==> config.mk <==
export PLATFORM = sky130hd
export DESIGN_NAME = qualidade_classificador_flat
export DESIGN_NICKNAME = d
export VERILOG_FILES = /design/src/rtl/qualidade_pkg.sv /design/src/rtl/qualidade_classificador_if.sv /design/src/rtl/qualidade_canal_cmp.sv /design/src/rtl/qualidade_classificador.sv /design/src/flat_wrapper.sv
export SDC_FILE = /design/constraint.sdc
export NUM_CORES = 1
export LEC_CHECK = 0
export ABC_AREA = 1
export CAP_MARGIN = 20
export CORE_MARGIN = 2
export CORE_UTILIZATION = 46
export CTS_CLUSTER_SIZE = 40
export DETAILED_ROUTE_END_ITERATION = 10
export PLACE_DENSITY = 0.87
export SLEW_MARGIN = 20
export SYNTH_ARGS = -nofsm -noshare
export SYNTH_HDL_FRONTEND = slang
export SYNTH_HIERARCHICAL = 1
export SYNTH_SLANG_ARGS = --single-unit
==> constraint.sdc <==
create_clock -name clk -period 3.8 [get_ports clk]
set_input_delay 0.95 -clock clk [delete_from_list [all_inputs] [get_ports clk]]
set_output_delay 0.95 -clock clk [all_outputs]
set_load 0.05 [all_outputs]
==> src/rtl/qualidade_pkg.sv <==
// Shared types and constants for the belt quality classifier.
// States of the inspection FSM and the LED verdict encodings.
package qualidade_pkg;

    typedef enum logic [1:0] {
        OCIOSO     = 2'd0,
        ESPERA_RGB = 2'd1,
        AVALIA     = 2'd2,
        RESULTADO  = 2'd3
    } estado_t;

    localparam logic [1:0] LED_IDLE    = 2'b00;
    localparam logic [1:0] LED_APROV   = 2'b01;
    localparam logic [1:0] LED_REPROV  = 2'b10;
    localparam logic [1:0] LED_TIMEOUT = 2'b11;

    // Map the AND-reduced channel result onto the LED code
    function automatic logic [1:0] veredito(input logic todos_ok);
        return todos_ok ? LED_APROV : LED_REPROV;
    endfunction

endpackage

==> src/rtl/qualidade_classificador_if.sv <==
// Bus between the sensor front-end / LED board and the quality classifier.
// master = environment side, slave = classifier side.
interface qualidade_classificador_if #(
    parameter int N_CANAIS = 3,
    parameter int W_COR    = 8,
    parameter int W_CONT   = 8
);
    logic                      presenca;
    logic [N_CANAIS*W_COR-1:0] rgb;
    logic                      rgb_valido;
    logic [N_CANAIS*W_COR-1:0] lim_min;
    logic [N_CANAIS*W_COR-1:0] lim_max;
    logic                      limpa_cont;
    logic [1:0]                leds;
    logic                      resultado;
    logic [W_CONT-1:0]         cont_aprov;
    logic [W_CONT-1:0]         cont_reprov;
    logic [W_CONT-1:0]         cont_timeout;

    modport master (
        output presenca, rgb, rgb_valido, lim_min, lim_max, limpa_cont,
        input  leds, resultado, cont_aprov, cont_reprov, cont_timeout
    );

    modport slave (
        input  presenca, rgb, rgb_valido, lim_min, lim_max, limpa_cont,
        output leds, resultado, cont_aprov, cont_reprov, cont_timeout
    );
endinterface

==> src/rtl/qualidade_canal_cmp.sv <==
// Inclusive unsigned range check for one colour channel.
// An inverted window (lim_min > lim_max) can never be satisfied.
module qualidade_canal_cmp #(
    parameter int W_COR = 8
) (
    input  logic [W_COR-1:0] valor,
    input  logic [W_COR-1:0] lim_min,
    input  logic [W_COR-1:0] lim_max,
    output logic             ok
);
    assign ok = (valor >= lim_min) && (valor <= lim_max);
endmodule

==> src/rtl/qualidade_classificador.sv <==
// Belt object quality classifier: waits for a colour reading while an object
// is present, checks every channel against its window and shows the verdict.
// Optional event counters are built when QUALIDADE_CONTADORES_EN is defined.
module qualidade_classificador
    import qualidade_pkg::*;
#(
    parameter int N_CANAIS       = 3,
    parameter int W_COR          = 8,
    parameter int TIMEOUT_CICLOS = 16,
    parameter int W_CONT         = 8
) (
    input logic                       clk,
    input logic                       rst,
    qualidade_classificador_if.slave  bus
);
    localparam int W_TIMER = $clog2(TIMEOUT_CICLOS);
    localparam logic [W_TIMER-1:0] TIMER_FIM = W_TIMER'(TIMEOUT_CICLOS - 1);

    estado_t                   state_reg, state_next;
    logic [W_TIMER-1:0]        timer_reg, timer_next;
    logic [1:0]                leds_reg, leds_next;
    logic                      resultado_reg, resultado_next;
    logic [N_CANAIS*W_COR-1:0] cap_reg;
    logic                      cap_en;
    logic                      inc_aprov, inc_reprov, inc_timeout;
    logic [N_CANAIS-1:0]       canal_ok;
    logic                      todos_ok;

    genvar gi;
    generate
        for (gi = 0; gi < N_CANAIS; gi++) begin : g_canal
            qualidade_canal_cmp #(.W_COR(W_COR)) u_cmp (
                .valor   (cap_reg[gi*W_COR +: W_COR]),
                .lim_min (bus.lim_min[gi*W_COR +: W_COR]),
                .lim_max (bus.lim_max[gi*W_COR +: W_COR]),
                .ok      (canal_ok[gi])
            );
        end
    endgenerate

    assign todos_ok = &canal_ok;

    // Next-state, timer and verdict decisions; presenca loss beats a strobe
    always_comb begin
        state_next     = state_reg;
        timer_next     = timer_reg;
        leds_next      = leds_reg;
        resultado_next = resultado_reg;
        cap_en         = 1'b0;
        inc_aprov      = 1'b0;
        inc_reprov     = 1'b0;
        inc_timeout    = 1'b0;
        case (state_reg)
            OCIOSO: begin
                if (bus.presenca) begin
                    state_next = ESPERA_RGB;
                    timer_next = '0;
                end
            end
            ESPERA_RGB: begin
                if (!bus.presenca) begin
                    state_next = OCIOSO;
                end else if (bus.rgb_valido) begin
                    cap_en     = 1'b1;
                    state_next = AVALIA;
                end else if (timer_reg == TIMER_FIM) begin
                    state_next     = RESULTADO;
                    leds_next      = LED_TIMEOUT;
                    resultado_next = 1'b1;
                    inc_timeout    = 1'b1;
                end else begin
                    timer_next = timer_reg + 1'b1;
                end
            end
            AVALIA: begin
                state_next     = RESULTADO;
                leds_next      = veredito(todos_ok);
                resultado_next = 1'b1;
                inc_aprov      = todos_ok;
                inc_reprov     = !todos_ok;
            end
            RESULTADO: begin
                if (!bus.presenca) begin
                    state_next     = OCIOSO;
                    leds_next      = LED_IDLE;
                    resultado_next = 1'b0;
                end
            end
            default: state_next = OCIOSO;
        endcase
    end

    // FSM state, wait timer and registered LED outputs
    always_ff @(posedge clk or posedge rst) begin
        if (rst) begin
            state_reg     <= OCIOSO;
            timer_reg     <= '0;
            leds_reg      <= LED_IDLE;
            resultado_reg <= 1'b0;
        end else begin
            state_reg     <= state_next;
            timer_reg     <= timer_next;
            leds_reg      <= leds_next;
            resultado_reg <= resultado_next;
        end
    end

    // Colour capture so the comparison sees a stable reading in AVALIA
    always_ff @(posedge clk or posedge rst) begin
        if (rst) begin
            cap_reg <= '0;
        end else if (cap_en) begin
            cap_reg <= bus.rgb;
        end
    end

    assign bus.leds      = leds_reg;
    assign bus.resultado = resultado_reg;

`ifdef QUALIDADE_CONTADORES_EN
    logic [2:0]        inc_vec;
    logic [W_CONT-1:0] cont_reg [3];

    assign inc_vec = {inc_timeout, inc_reprov, inc_aprov};

    generate
        for (gi = 0; gi < 3; gi++) begin : g_cont
            // Saturating event counter; clear wins over a coincident event
            always_ff @(posedge clk or posedge rst) begin
                if (rst) begin
                    cont_reg[gi] <= '0;
                end else if (bus.limpa_cont) begin
                    cont_reg[gi] <= '0;
                end else if (inc_vec[gi] && (cont_reg[gi] != {W_CONT{1'b1}})) begin
                    cont_reg[gi] <= cont_reg[gi] + 1'b1;
                end
            end
        end
    endgenerate

    assign bus.cont_aprov   = cont_reg[0];
    assign bus.cont_reprov  = cont_reg[1];
    assign bus.cont_timeout = cont_reg[2];
`else
    logic unused_sinais;
    assign unused_sinais    = &{1'b0, bus.limpa_cont, inc_aprov, inc_reprov, inc_timeout};
    assign bus.cont_aprov   = {W_CONT{1'b0}};
    assign bus.cont_reprov  = {W_CONT{1'b0}};
    assign bus.cont_timeout = {W_CONT{1'b0}};
`endif

endmodule

==> src/flat_wrapper.sv <==
// flat-port wrapper written by rule: the top's interface ports become plain ports
module qualidade_classificador_flat import qualidade_pkg::*;
#(
    parameter int N_CANAIS       = 3,
    parameter int W_COR          = 8,
    parameter int TIMEOUT_CICLOS = 16,
    parameter int W_CONT         = 8
)
  (clk, rst, bus_presenca, bus_rgb, bus_rgb_valido, bus_lim_min, bus_lim_max, bus_limpa_cont, bus_leds, bus_resultado, bus_cont_aprov, bus_cont_reprov, bus_cont_timeout);
  qualidade_classificador_if #(.N_CANAIS(N_CANAIS), .W_COR(W_COR), .W_CONT(W_CONT)) bus_i ();
  input logic clk;
  input logic rst;
  input wire logic [$bits(bus_i.presenca)-1:0] bus_presenca;
  input wire logic [$bits(bus_i.rgb)-1:0] bus_rgb;
  input wire logic [$bits(bus_i.rgb_valido)-1:0] bus_rgb_valido;
  input wire logic [$bits(bus_i.lim_min)-1:0] bus_lim_min;
  input wire logic [$bits(bus_i.lim_max)-1:0] bus_lim_max;
  input wire logic [$bits(bus_i.limpa_cont)-1:0] bus_limpa_cont;
  output wire logic [$bits(bus_i.leds)-1:0] bus_leds;
  output wire logic [$bits(bus_i.resultado)-1:0] bus_resultado;
  output wire logic [$bits(bus_i.cont_aprov)-1:0] bus_cont_aprov;
  output wire logic [$bits(bus_i.cont_reprov)-1:0] bus_cont_reprov;
  output wire logic [$bits(bus_i.cont_timeout)-1:0] bus_cont_timeout;
  assign bus_i.presenca = bus_presenca;
  assign bus_i.rgb = bus_rgb;
  assign bus_i.rgb_valido = bus_rgb_valido;
  assign bus_i.lim_min = bus_lim_min;
  assign bus_i.lim_max = bus_lim_max;
  assign bus_i.limpa_cont = bus_limpa_cont;
  assign bus_leds = bus_i.leds;
  assign bus_resultado = bus_i.resultado;
  assign bus_cont_aprov = bus_i.cont_aprov;
  assign bus_cont_reprov = bus_i.cont_reprov;
  assign bus_cont_timeout = bus_i.cont_timeout;
  qualidade_classificador #(.N_CANAIS(N_CANAIS), .W_COR(W_COR), .TIMEOUT_CICLOS(TIMEOUT_CICLOS), .W_CONT(W_CONT)) u_core (.clk(clk), .rst(rst), .bus(bus_i));
endmodule
==> results.toml <==
[outcome]
status = "finished, final reports clean"

[sta]
maxSlewHeadroom_pct = 38.2
finalSetupViolCount = 0
tightest_slew_ns = 0.926
max_freq_ghz = 0.382
skew_ns = 0.00672
timing.final.crit_period_ns = 2.62
drv_slew = 0
hold_viol = 0
fin_ws_ns = 1.18
post-route-period-util_pct = 68.8
setup_tns_ns = 0
rsz0062_at_grt = "no"

[synthesis]
yosys_warnings = 6
synth_edf_count = 0
synth.top_cell.area_share_pct = 27.6
synth_area_um2 = 2990
yosys_most_used_dff = "dfrtp_1"
yosys.area_share.simple_pct = 21.7
synth_compound_area_share_pct = 9.42
synth_area_per_cell_um2 = 7.10
synth_xor_area_share_pct = 0.293
synth_cell_types = 25
synth_top_family_by_area = "simple AND/OR/NAND/NOR gates"
async_flop_share_pct = 100
synth-seq-area-share_pct = 27.6
yosysTopAreaCell = "dfrtp_1"
ys_seq_elements = 33
synthMuxAreaShare_pct = 0
synthCells = 421
synthTopCellsByArea = "dfrtp_1 28%, ha_1 21%, nand2_1 14%"
synth_adder_area_share_pct = 20.5

[clocking]
htreeDepth = 2
post_cts_buffers = 0
cts_root_buf = "clkbuf_8"
cts-buffers-inserted = 5
cts_tree = "yes"
insertion_delay_ns = 0.28
hold_buffers = 0
post_cts_resized = 0
cts_buffer_depth = 2
clock-sinks = 33
clk_pin_slew_ns = 0.07

[worst_setup_path]
crit_type = "in -> reg"
ff2ff_setup_slack_ns = 1.76
start_kind = "input pin"
r2r_cells = 4
required_ns = 3.91
rr_endpoint = "u_core/cap_reg[3]$_DFFE_PP0P_"
crit_start = "bus_presenca"
cp.arrival_ns = 2.73
cp_max_fo = 48
end_kind = "flip-flop"
critPathCapture = "u_core/cap_reg[3]$_DFFE_PP0P_"

[floorplanning]
num_rows = 29
start_util_pct = 47.3
io_pins = 104
core_area_um2 = 6310
die-area_um2 = 7160
die_y_um = 84.6
die_x_um = 84.6

[placed_design]
routabilityCongestion = 0.872
numPlacedInstances = 571
post-dp-hpwl_um = 5210
pre_cts_ws_ns = 0.890
portBuffers = 78

[layout]
nFillCells = 560
diodes = 0
drive_gt1_share_pct = 4.18
nets = 627
final_common_cell = "nand2_1"
instances_no_fill = 579
syn2layout_area_growth_pct = 28.9
layout_common_cells = "113 x nand2_1, 101 x inv_1, 78 x clkdlybuf4s50_1"
largest_reg_flops = 24

[power_and_ir_drop]
cellPowerDensity_nw_per_um2 = 556
sw_frac_of_total_pct = 44.0
vdd_drop_max_v = 0.000482
p_leak_nw = 2.26
combPwrFrac_pct = 54.0
p_clk_share_pct = 15.5
seqPwrFrac_pct = 30.5
power_switching_w = 0.000942
internal_power_w = 0.00120

[worst_hold_path]
min_path_type = "reg -> reg"
hp-start = "u_core/bus.resultado$_DFFE_PP0P_"

[global_route]
overflow = 0
grt_use_total_pct = 17.6
grt_max_degree = 49
grt_pass1_vias = 2597
grt_first_pass_wirelength_um = 10500
antenna_found_initial = 0

[routing]
ant_nets = 0
post_drt_wl_per_cell_um = 10.8
totalWireLength_um = 6260
first_pass_iters = 5
drtIter0Drc = 65
via_per_inst = 4.63
vias = 2682
drc = 0

[run]
maxCapViolCount = 0
cell families (layout without fill, tap and decap cells):
family,count (synthesis),in the layout
other,1,24
adder cells (fa/ha/maj),49,49
buffers and inverters,131,189
flip-flops,33,33
AO/OA/AOI/OAI,49,49
XOR/XNOR,1,1
AND/OR/NAND/NOR,157,157
power groups by stage:
stage               Combinational [W]  Sequential [W]  Clock, W
finish                        0.00116        0.000653  0.000332
CTS                           0.00116        0.000653  0.000346
global route                  0.00133        0.000678  0.000363
global placement              0.00109        0.000648         0
floorplan                    0.000838        0.000675         0
detailed placement            0.00115        0.000658         0
area by class of cell:
| class | count | area [um2] | area share [%] |
|---|---|---|---|
| Timing Repair Buffer | 79 | 788 | 20.5 |
| Sequential cell | 33 | 826 | 21.4 |
| Multi-Input combinational cell | 280 | 1640 | 42.6 |
| Clock inverter | 1 | 30.0 | 0.779 |
| Clock buffer | 7 | 86.3 | 2.24 |
| Tap cell | 77 | 96.3 | 2.50 |
| Inverter | 102 | 383 | 9.94 |
synthesized netlist by cell type, types with 3 or more instances:
cell type	number
a21o_1	3
nand3_1	12
dfrtp_1	33
o21ai_0	8
o21ai_1	16
o21ai_2	4
buf_6	3
nand4_1	8
a21oi_1	14
inv_1	101
ha_1	49
a21o_2	3
nand2_1	113
nor2_1	18
buf_4	24
nor2_2	3
worst min path at each step:
stage | to | depth (start not counted)
floorplan | u_core/cap_reg[8]$_DFFE_PP0P_ | 2
global placement | u_core/bus.resultado$_DFFE_PP0P_ | 2
detailed placement | u_core/bus.resultado$_DFFE_PP0P_ | 2
CTS | u_core/bus.resultado$_DFFE_PP0P_ | 2
global route | u_core/bus.resultado$_DFFE_PP0P_ | 2
finish | u_core/bus.resultado$_DFFE_PP0P_ | 2
layer usage:
layer	global-route usage, %	vias up	part of all wire [%]
li1	-	1404	-
met1	21.6	1201	44
met2	32.4	69	50
met3	3.44	8	4.9
met4	3.03	0	1.2
met5	0	-	0
critical path, cell delays in order:
cell and delay (ns):
clkdlybuf4s50_1 0.57, nand3_2 0.75, nand2_1 0.30, o21ai_0 0.14
per-stage QoR:
step / utilization [%] / total power, W / instance area (um2) / hold slack [ns]
2_1_floorplan: - / 0.00151 / 3070 / 0.455
3_3_place_gp: 59.2 / 0.00174 / 3740 / 0.463
3_5_place_dp: 59.2 / 0.00181 / 3740 / 0.465
4_1_cts: 61.0 / 0.00216 / 3850 / 0.486
5_1_grt: 61.0 / 0.00238 / 3850 / 0.493
6_report: 61.0 / 0.00214 / 3850 / 0.480
Note: power is estimated with default switching activity, not from simulation.
